$ cat src/rtl/shift_reg_4b.sv
// Four-bit universal shift register: hold, serial shift, rotate and parallel load,
// plus a saturating count of 0->1 transitions on q for switching-activity estimation.
module shift_reg_4b #(
    parameter int unsigned WIDTH = 4,
    parameter int unsigned CNT_W = 16
) (
    input  logic             clk,
    input  logic             rst_n,
    input  logic             enb,
    input  logic [1:0]       mode,
    input  logic             dir,
    input  logic             s_in,
    input  logic [WIDTH-1:0] d,
    output logic [WIDTH-1:0] q,
    output logic             s_out,
    output logic [CNT_W-1:0] rise_cnt
);

    typedef enum logic [1:0] {
        ModeHold   = 2'b00,
        ModeShift  = 2'b01,
        ModeRotate = 2'b10,
        ModeLoad   = 2'b11
    } mode_e;

    logic [WIDTH-1:0] q_q, q_d;
    logic             s_out_q, s_out_d;
    logic [CNT_W-1:0] cnt_q, cnt_d;

    logic [WIDTH-1:0] rises;
    logic [CNT_W:0]   pop;
    logic [CNT_W:0]   sum;

    always_comb begin
        q_d     = q_q;
        s_out_d = s_out_q;
        unique case (mode_e'(mode))
            ModeHold: begin
                q_d     = q_q;
                s_out_d = s_out_q;
            end
            ModeShift: begin
                if (dir) begin
                    q_d     = {q_q[WIDTH-2:0], s_in};
                    s_out_d = q_q[WIDTH-1];
                end else begin
                    q_d     = {s_in, q_q[WIDTH-1:1]};
                    s_out_d = q_q[0];
                end
            end
            ModeRotate: begin
                if (dir) begin
                    q_d     = {q_q[WIDTH-2:0], q_q[WIDTH-1]};
                    s_out_d = q_q[WIDTH-1];
                end else begin
                    q_d     = {q_q[0], q_q[WIDTH-1:1]};
                    s_out_d = q_q[0];
                end
            end
            ModeLoad: begin
                q_d     = d;
                s_out_d = 1'b0;
            end
        endcase
    end

    // The extra sum bit flags overflow; any overflow clamps to all-ones.
    always_comb begin
        rises = ~q_q & q_d;
        pop   = '0;
        for (int i = 0; i < WIDTH; i++) begin
            pop = pop + {{CNT_W{1'b0}}, rises[i]};
        end
        sum   = {1'b0, cnt_q} + pop;
        cnt_d = sum[CNT_W] ? {CNT_W{1'b1}} : sum[CNT_W-1:0];
    end

    always_ff @(posedge clk or negedge rst_n) begin
        if (!rst_n) begin
            q_q     <= '0;
            s_out_q <= 1'b0;
            cnt_q   <= '0;
        end else if (enb) begin
            q_q     <= q_d;
            s_out_q <= s_out_d;
            cnt_q   <= cnt_d;
        end
    end

    assign q        = q_q;
    assign s_out    = s_out_q;
    assign rise_cnt = cnt_q;

endmodule
$ cat config.mk
export PLATFORM = sky130hd
export DESIGN_NAME = shift_reg_4b
export DESIGN_NICKNAME = d
export VERILOG_FILES = /design/src/rtl/shift_reg_4b.sv
export SDC_FILE = /design/constraint.sdc
export NUM_CORES = 1
export LEC_CHECK = 0
export CAP_MARGIN = 20
export CORE_ASPECT_RATIO = 2
export CORE_UTILIZATION = 49
export DETAILED_ROUTE_END_ITERATION = 7
export GPL_TIMING_DRIVEN = 0
export HOLD_SLACK_MARGIN = 0.12
export PLACE_DENSITY = 0.79
export SYNTH_ARGS = -nofsm -noshare
export SYNTH_HDL_FRONTEND = slang
export SYNTH_SLANG_ARGS = --single-unit
$ cat constraint.sdc
create_clock -name clk -period 4.1 [get_ports clk]
set_clock_uncertainty 0.05 [all_clocks]
set_input_delay 0.41 -clock clk [delete_from_list [all_inputs] [get_ports clk]]
set_output_delay 0.41 -clock clk [all_outputs]
set_load 0.05 [all_outputs]
==> summary.txt <==
Run status
  • Status: finished clean

Floorplanning
  • Initial Util: 52.8%
  • DIE WIDTH: 39.4 um
  • Core area: 2600 um2
  • FP Rows: 26
  • I/O pin count: 32
  • Die Area: 3030 um2
  • Die Y: 76.9 um

Min path
  • Hold/Removal Path Class: flip-flop to flip-flop
  • Hold Path Cell Cnt: 2
  • Worst Hold End: q[1]
  • Hold Path Origin: q[1]

Worst setup path
  • CP startpoint kind: input pin
  • Largest fanout on the critical path: 10
  • CP arrival: 3850 ps
  • Worst path required time: 4200 ps
  • Setup CP Type: input pin to flip-flop
  • CP Capture Type: flip-flop
  • Critical R2R Launch: q[3]
  • Reg2reg setup slack: 660 ps
  • Worst r2r dst: rise_cnt[12]
  • Worst reg2reg path depth: 12

Clocking
  • CTS max path bufs: 2
  • H-tree lvl count: 1
  • CTS root buf: clkbuf_8
  • Clk slew on worst S/H paths: 70 ps
  • Clk Latency, worst-skew pair: 260 ps
  • Total CTS buffers: 3
  • Hold buffers post-CTS: 0
  • Setup Fix Bufs, Post-CTS: 0
  • CTS sink count: 21
  • # resized after CTS: 0
  • CTS tree: built

STA
  • FMAX: 267 MHz
  • Setup TNS: 0 ps
  • Worst-Margin Slew: 932 ps
  • Max_slew headroom: 37.7%
  • Tmin final: 3740 ps
  • RSZ-0062 raised after global routing: false
  • Final-report setup violation count: 0
  • Max Transition Viols Final: 0
  • Endpoints failing hold: 0
  • Final Cycle Share: 91.3%

Final layout
  • FF+latch area: 526 um2
  • Area delta synth->final: 27.7%
  • Ant. Diodes: 0
  • Share of cells above drive strength 1: 10.6%
  • NumNets Final: 195
  • Area of the multi-input gates: 785 um2
  • Cell area after layout: 1750 um2
  • # fillers: 223

Placed design
  • Port-buffer cells: 30
  • DP Wirelength: 2630 um
  • GP Congestion: 0.781
  • Placed cell area: 1710 um2

Pwr
  • Highest ir drop seen on vdd: 0.434 mV
  • Leak pwr: 0.801 nW
  • Design Power: 833 uW
  • PwrDens: 475 nW/um2

Synth
  • Commonest cells in the netlist: nand2_1 (25), dfrtp_1 (21), nor2_1 (12)
  • Post-synth EDFFs: 0
  • Synth Warn #: 0
  • Synthesized Nets: 160
  • Register area share after synthesis: 38.3%
  • Share of the synthesized area in the top cell type: 38.3%
  • Count leader, synth: nand2_1
  • Synth cell types: 41
  • Top post-synthesis cells by area: dfrtp_1 (38%), nand2_1 (6.8%), xnor2_1 (4.5%)
  • Largest area contributor in the netlist: dfrtp_1
  • Mapped Avg Cell Area: 9.47 um2
  • Synth Flop Type: dfrtp_1
  • Syn Inst Count: 145
  • #FFs+latches synth: 21
  • Post-synth ARST share: 100%
  • Cell Area, Synth: 1370 um2

Route
  • Iteration-0 DRC Markers: 27
  • Antenna-violating nets left: 0
  • Routed WL: 3330 um
  • Via count: 1,202
  • DRC: 0
  • Via density: 5.81
  • Routed WL per cell: 16.1 um
  • First-pass DRT Iterations: 4

Global routing
  • Initial antenna violation count: 0
  • Largest net degree at the start of global routing: 22
  • Vias in the first global route: 1,212
  • Grt ovf: 0
  • First-pass GRT wire length: 5510 um
  • All-Layer GR Usage: 25.8%

Job
  • Max-Cap Viols: 0
[cell families after synthesis]
kind of cell               Yosys count  synth area share, %
xor gates and xnor gates             8                 5.10
and+or+nand+nor                     65                 27.7
adders and majority gates            4                 5.28
AOI/OAI and AO/OA                   28                 13.8
muxes                                6                 5.19
buffers and inverters               13                 4.64
DFF                                 21                 38.3
[critical path, cell delays in order]
cell and delay [ps]:
clkdlybuf4s50_1 550, clkbuf_1 390, nor2_1 140, nor2_1 120, nand2_1 80, fa_1 500
inv_1 60, fa_1 460, fa_1 450, nand3_2 190, nor2_4 70, nand3_1 120
mux2_4 310
[per-layer routing]
metal / part of all wire [%] / global-route usage [%]
met5: 0 / 0
met4: 1.4 / 10.0
met3: 4.8 / 2.60
met2: 58 / 46.7
met1: 36 / 27.6
[worst max path at each step]
stage / slack, ps / from / depth (start not counted) / end
2_1_floorplan: 580 / q[3] / 12 / rise_cnt[12]
3_3_place_gp: 190 / mode[1] / 13 / rise_cnt[12]
3_5_place_dp: 80 / mode[1] / 13 / rise_cnt[12]
4_1_cts: 350 / mode[1] / 13 / rise_cnt[12]
5_1_grt: 190 / mode[1] / 13 / rise_cnt[12]
6_report: 360 / mode[1] / 13 / rise_cnt[12]
[stage by stage]
stage / cells / util [%] / setup slack (ps) / hold slack, ps
global route: 207 / 67.4 / 194 / 561
detailed placement: 203 / 65.7 / 75.6 / 518
floorplan: 145 / - / 584 / 64.4
finish: 207 / 67.4 / 355 / 529
global placement: 203 / 65.7 / 188 / 501
CTS: 207 / 67.4 / 351 / 535
[where the power goes]
part | switching [mW] | internal (mW) | leakage (nW)
combinational | 0.254 | 0.141 | 0.507
sequential | 0.0569 | 0.244 | 0.271
clock | 0.0672 | 0.0694 | 0.0228
[placed cells by master (no fill, tap or decap), types with 3 or more instances in the layout]
master,instances
inv_1,8
dfrtp_1,21
nand2_1,25
a31oi_1,3
clkdlybuf4s50_1,30
nor3_1,4
xnor2_1,7
nor2_1,12
o21ai_0,3
fa_1,3
clkbuf_1,4
a21oi_1,6
mux2i_1,3
clkbuf_8,3
nand3_1,5
o21ai_1,3
[area by class of cell]
cell class                 instances  area share [%]
buffer                             5            1.93
clock buffer                       4            2.57
inverter                           8            1.71
multi-input combinational        111            44.7
sequential                        21            30.0
tap                               28            2.00
timing repair buffer              30            17.1
[sequential cells by signal, indices dropped and copies added (netlist names)]
| register | cells |
|---|---|
| q | 4 |
| rise_cnt | 16 |
| s_out | 1 |
Power figures use the tool's default switching activity.
==> patch 1 (same settings) <==
Add an input register stage for `enb`, `mode`, `dir`, `s_in` and `d`; this delays them by one clock.
--- a/src/rtl/shift_reg_4b.sv
+++ b/src/rtl/shift_reg_4b.sv
@@ -25,2 +25,16 @@
 
+    logic enb_q;
+    logic [1:0] mode_q;
+    logic dir_q;
+    logic s_q;
+    logic [WIDTH-1:0] d_q;
+
+    always_ff @(posedge clk) begin
+        enb_q  <= enb;
+        mode_q <= mode;
+        dir_q  <= dir;
+        s_q    <= s_in;
+        d_q    <= d;
+    end
+
     logic [WIDTH-1:0] q_q, q_d;
@@ -36,3 +50,3 @@
         s_out_d = s_out_q;
-        unique case (mode_e'(mode))
+        unique case (mode_e'(mode_q))
             ModeHold: begin
@@ -42,7 +56,7 @@
             ModeShift: begin
-                if (dir) begin
-                    q_d     = {q_q[WIDTH-2:0], s_in};
+                if (dir_q) begin
+                    q_d     = {q_q[WIDTH-2:0], s_q};
                     s_out_d = q_q[WIDTH-1];
                 end else begin
-                    q_d     = {s_in, q_q[WIDTH-1:1]};
+                    q_d     = {s_q, q_q[WIDTH-1:1]};
                     s_out_d = q_q[0];
@@ -51,3 +65,3 @@
             ModeRotate: begin
-                if (dir) begin
+                if (dir_q) begin
                     q_d     = {q_q[WIDTH-2:0], q_q[WIDTH-1]};
@@ -60,3 +74,3 @@
             ModeLoad: begin
-                q_d     = d;
+                q_d     = d_q;
                 s_out_d = 1'b0;
@@ -82,3 +96,3 @@
             cnt_q   <= '0;
-        end else if (enb) begin
+        end else if (enb_q) begin
             q_q     <= q_d;
Behaviour: not the same (a bounded check fails within 4 cycles, from zero or initial values and one cycle with rst_n low).
==> patch 1 against the original RTL <==
  * Synthesized area increased by 4.8%
  * Worst setup slack got worse by 0.11 ns
  * Sequential cell count increased by 9
  * Wire length decreased by 0.63%
  * Highest routed layer unchanged
  * First-iteration DRC count decreased by 26%
  * Power increased by 29%
  * Design area increased by 10%
  * Clock power increased by 120%
  * Global-route usage decreased by 0.89 points
  * Largest cell class is now registers
  * Non-clock buffer count increased by 3
==> patch 1: results (changes against the original RTL) <==
| Metric | Value |
|---|---|
| Global-route wire length before repair | 5350 um (-2.9%) |
| Final cell count without fillers | 223 (+7.7%) |
| Global Route Usage Sum | 24.9% (-0.89 points) |
| Outcome | finished clean |
| Top_reg_cell synth | dfrtp_1 |
| Hold WC Path Type | primary input to asynchronous set/reset pin |
| Core Util, Final | 69.6% (+2.2 points) |
| Hpwl dp | 2380 um (-9.5%) |
| Filler Cell Count | 217 (-2.7%) |
| GR Util met1 | 28.0% (+0.41 points) |
| Gpl congestion | 0.777 (-0.42%) |
| Multi-input gate count | 110 (-0.90%) |
| Layout clock buffers | 5 (+1) |
| Placement Setup Slack | 0.0833 ns (+0.00764 ns) |
| Non-clock buffers | 38 (+8.6%) |
| Clk tree area frac | 5.64% (+3.1 points) |
| Slowest-stage cell, CP | fa_1 |
| Maximum VDD drop | 0.496 mV (+14%) |
| Crit path DAT | 3.97 ns (+0.12 ns) |
| Mapped Cells | 154 (+6.2%) |
| Area contributors post-synth | dfrtp_1, dfxtp_1, nand2_1 |
| Worst-Skew Late Latency | 0.29 ns (+0.03 ns) |
| Metal-1 WL | 1290 um (+8.9%) |
| Chip width | 40.3 um (+2.3%) |
| Leading cell kind | registers |
| Internal Power | 0.000663 W (+46%) |
| IO buf count | 31 (+3.3%) |
| Syn_nets | 169 (+5.6%) |
| GR Util met2 | 39.7% (-7.0 points) |
| Flop+latch power | 0.000387 W (+29%) |
| Multi-input gate area | 686 um^2 (-13%) |
| TritonCTS Sinks | 30 (+43%) |
| Met2 WL post-DR | 1760 um (-9.3%) |
| Pleak | 0.848 nW (+5.8%) |
| Starting DRT DRC Count | 20 (-26%) |
| DR WL/cell | 14.9 um (-7.8%) |
| H-tree lvl count | 2 (+1) |
| CP max stage delay | 0.48 ns (-0.07 ns) |
| Sequential cell area share | 36.6% (+6.6 points) |
| Most common library cells after synthesis | nand2_1, dfrtp_1, nor2_1 |
| Post-Place Cell Area | 1790 um^2 (+4.5%) |
[patch 1: changes by cell type after synthesis, sizes merged, moves of 2 or more]
cell | before | now
clkbuf | 3 | 5
dfxtp | 0 | 9
or4 | 0 | 2
and3 | 2 | 0
nor3 | 6 | 3
or3 | 0 | 2
a21oi | 6 | 3
[patch 1: worst paths after layout]
kind,startpoint,to,slack (ns),cells past startpoint
min,rst_n,s_out,0.27,1
max in group asynchronous,rst_n,rise_cnt[5],3.37,2
max reg2reg,dir_q,rise_cnt[15],0.24,14
max,dir_q,rise_cnt[15],0.24,14
min reg2reg,rise_cnt[5],rise_cnt[5],0.51,2
min in group clk,d[3],d_q[3],0.51,1
[patch 1: cell families after synthesis]
group,count (synthesis),share of synthesized area [%]
AO/OA/AOI/OAI,26,12.1
adder cells (fa/ha/maj),4,5.04
XOR/XNOR,7,4.26
multiplexers,6,4.43
AND/OR/NAND/NOR,67,21.5
buffers and inverters,14,3.74
flip-flops,30,49.0
==> patch 2 (same settings) <==
Without the edit above. `WIDTH`: 4 -> 6.
--- a/src/rtl/shift_reg_4b.sv
+++ b/src/rtl/shift_reg_4b.sv
@@ -3,3 +3,3 @@
 module shift_reg_4b #(
-    parameter int unsigned WIDTH = 4,
+    parameter int unsigned WIDTH = 6,
     parameter int unsigned CNT_W = 16
Ports: changed (resized d and q); port bits go from 32 to 36. No check against the original RTL was run, so the function may have changed too.
==> patch 2 against the original RTL <==
  * Wire length grew 17%
  * Power grew 34%
  * Critical endpoint is now rise_cnt[14]
  * Synthesized cell count grew 12%
  * Design area grew 15%
  * Largest cell class unchanged
  * Clock power grew 5%
  * Sequential cell count grew 2
  * Count of clock-buffer cells in the layout is the same
  * Highest routed layer unchanged
  * Worst setup slack lost 0.089 ns
  * Die area grew 5.9%
  * Maximum frequency shrank 2.3%
  * Synthesized area grew 6.1%
==> patch 2: results (changes against the original RTL) <==
| Metric | Value |
|---|---|
| Final Power | 0.00112 W (+34%) |
| Hpwl dp | 2780 um (+5.8%) |
| Reg-to-Reg Start | q[1] |
| Max reg flops | 16 (unchanged) |
| Crit path DAT | 3.94 ns (+0.09 ns) |
| Slowest-stage cell, CP | fa_1 |
| Flop pwr share | 29.9% (-6.2 points) |
| Fraction of layout cells with a size suffix above 1 | 13.2% (+2.6 points) |
| Total CTS buffers | 3 (unchanged) |
| Crit path from | d[0] |
| Synth Area in Adders | 8.07% (+2.8 points) |
| Most common library cells after synthesis | nand2_1, dfrtp_1, o21ai_0 |
| Post-Place Cell Area | 1830 um^2 (+7.3%) |
| Clock Tree Buf Depth | 2 (unchanged) |
| Vias in the first global route | 1,343 (+11%) |
| Initial antenna violation count | 0 (unchanged) |
| Vias | 1,399 (+16%) |
| Clk slew on worst S/H paths | 0.08 ns |
| DR WL/cell | 16.6 um (+3.1%) |
| Maximum VDD drop | 0.369 mV (-15%) |
| Gpl congestion | 0.828 (+6.1%) |
| Global-route wire length before repair | 5870 um (+6.5%) |
| IO buf count | 34 (+13%) |
| Pleak | 0.913 nW (+14%) |
| Largest net degree at the start of global routing | 24 (+9.1%) |
| R2R setup slack | 0.35 ns (-0.31 ns) |
| Kind of critical path | primary input to flip-flop |
| H-tree lvl count | 1 (unchanged) |
| Antenna Cells | 0 (unchanged) |
| TritonRoute pass-1 iters | 4 (unchanged) |
| RR Endpoint | rise_cnt[14] |
| CP max stage delay | 0.57 ns (+0.02 ns) |
| Final cell count without fillers | 234 (+13%) |
| Global Route Usage Sum | 26.2% (+0.42 points) |
| Setup tns final | 0 ns (unchanged) |
| Slew HR | 56.9% (+19 points) |
| Final worst slack | 0.267 ns (-0.0886 ns) |
| Area contributors post-synth | dfrtp_1, nand2_1, fa_1 |
| Multiplexer area fraction after synthesis | 4.89% (-0.30 points) |
| Crit-path max FO | 4 (-6) |
| Outcome | finished clean |
| Hold WS | 0.297 ns (-0.232 ns) |
| Compound-gate portion of the synthesized area | 14.3% (+0.49 points) |
| Syn_area_per_cell | 9.00 um^2 (-5.0%) |
| Post-Synth XOR/XNOR Area | 4.21% (-0.89 points) |
| YS warnings | 0 (unchanged) |
| Worst-Skew Late Latency | 0.26 ns (about the same) |
| Starting DRT DRC Count | 38 (+41%) |
| Hold WC Path Type | primary input to asynchronous set/reset pin |
| Sequential area share after synthesis | 39.5% (+1.2 points) |
| Syn_nets | 182 (+14%) |
| Critical Path End | rise_cnt[14] |
| R2R depth | 14 (+2) |
| Clock root cell | clkbuf_8 |
| Library cells used by synthesis | 36 (-12%) |
| Async S/R FF share, synth | 100% (unchanged) |
| Placement Setup Slack | -0.830 ns (-0.906 ns) |
| Sw power | 0.000526 W (+39%) |
| Combinational cell power | 0.000639 W (+62%) |
==> patch 2: changes by cell type in the layout (fill, tap and decap cells not counted), sizes merged, moves of 3 or more <==
cell,before,now
mux2i,3,6
buf,2,9
o21ai,7,17
nand2,25,29
nor2,13,3
or3,0,6
==> patch 2: final cells by class <==
cell class                 instances  area [um^2]
multi-input combinational        126          903
fill                             213          786
sequential                        23          576
timing repair buffer              39          390
clock buffer                       4         45.0
buffer                             5         37.5
tap                               29         36.3
inverter                           8         30.0
==> patch 2: worst max-delay path, delay by kind of cell <==
kind            cells  cell delay (ns)
mux                 1             0.32
fa+ha+maj           4             1.70
buf+inv             3             0.60
simple gates        4             0.58
compound gates      3             0.32
==> patch 2: metal layers <==
metal	GRT usage [%]	wire length, um	vias up
met5	0	0	-
met4	9.33	80	0
met3	1.40	127	6
met2	49.8	2300	51
met1	26.5	1380	678
li1	-	-	664
==> patch 2: repair_timing <==
item	CTS	global route
gates resized for setup	16	11
setup endpoints to repair	16	13
pin swaps	5	7
buffers inserted	2	2
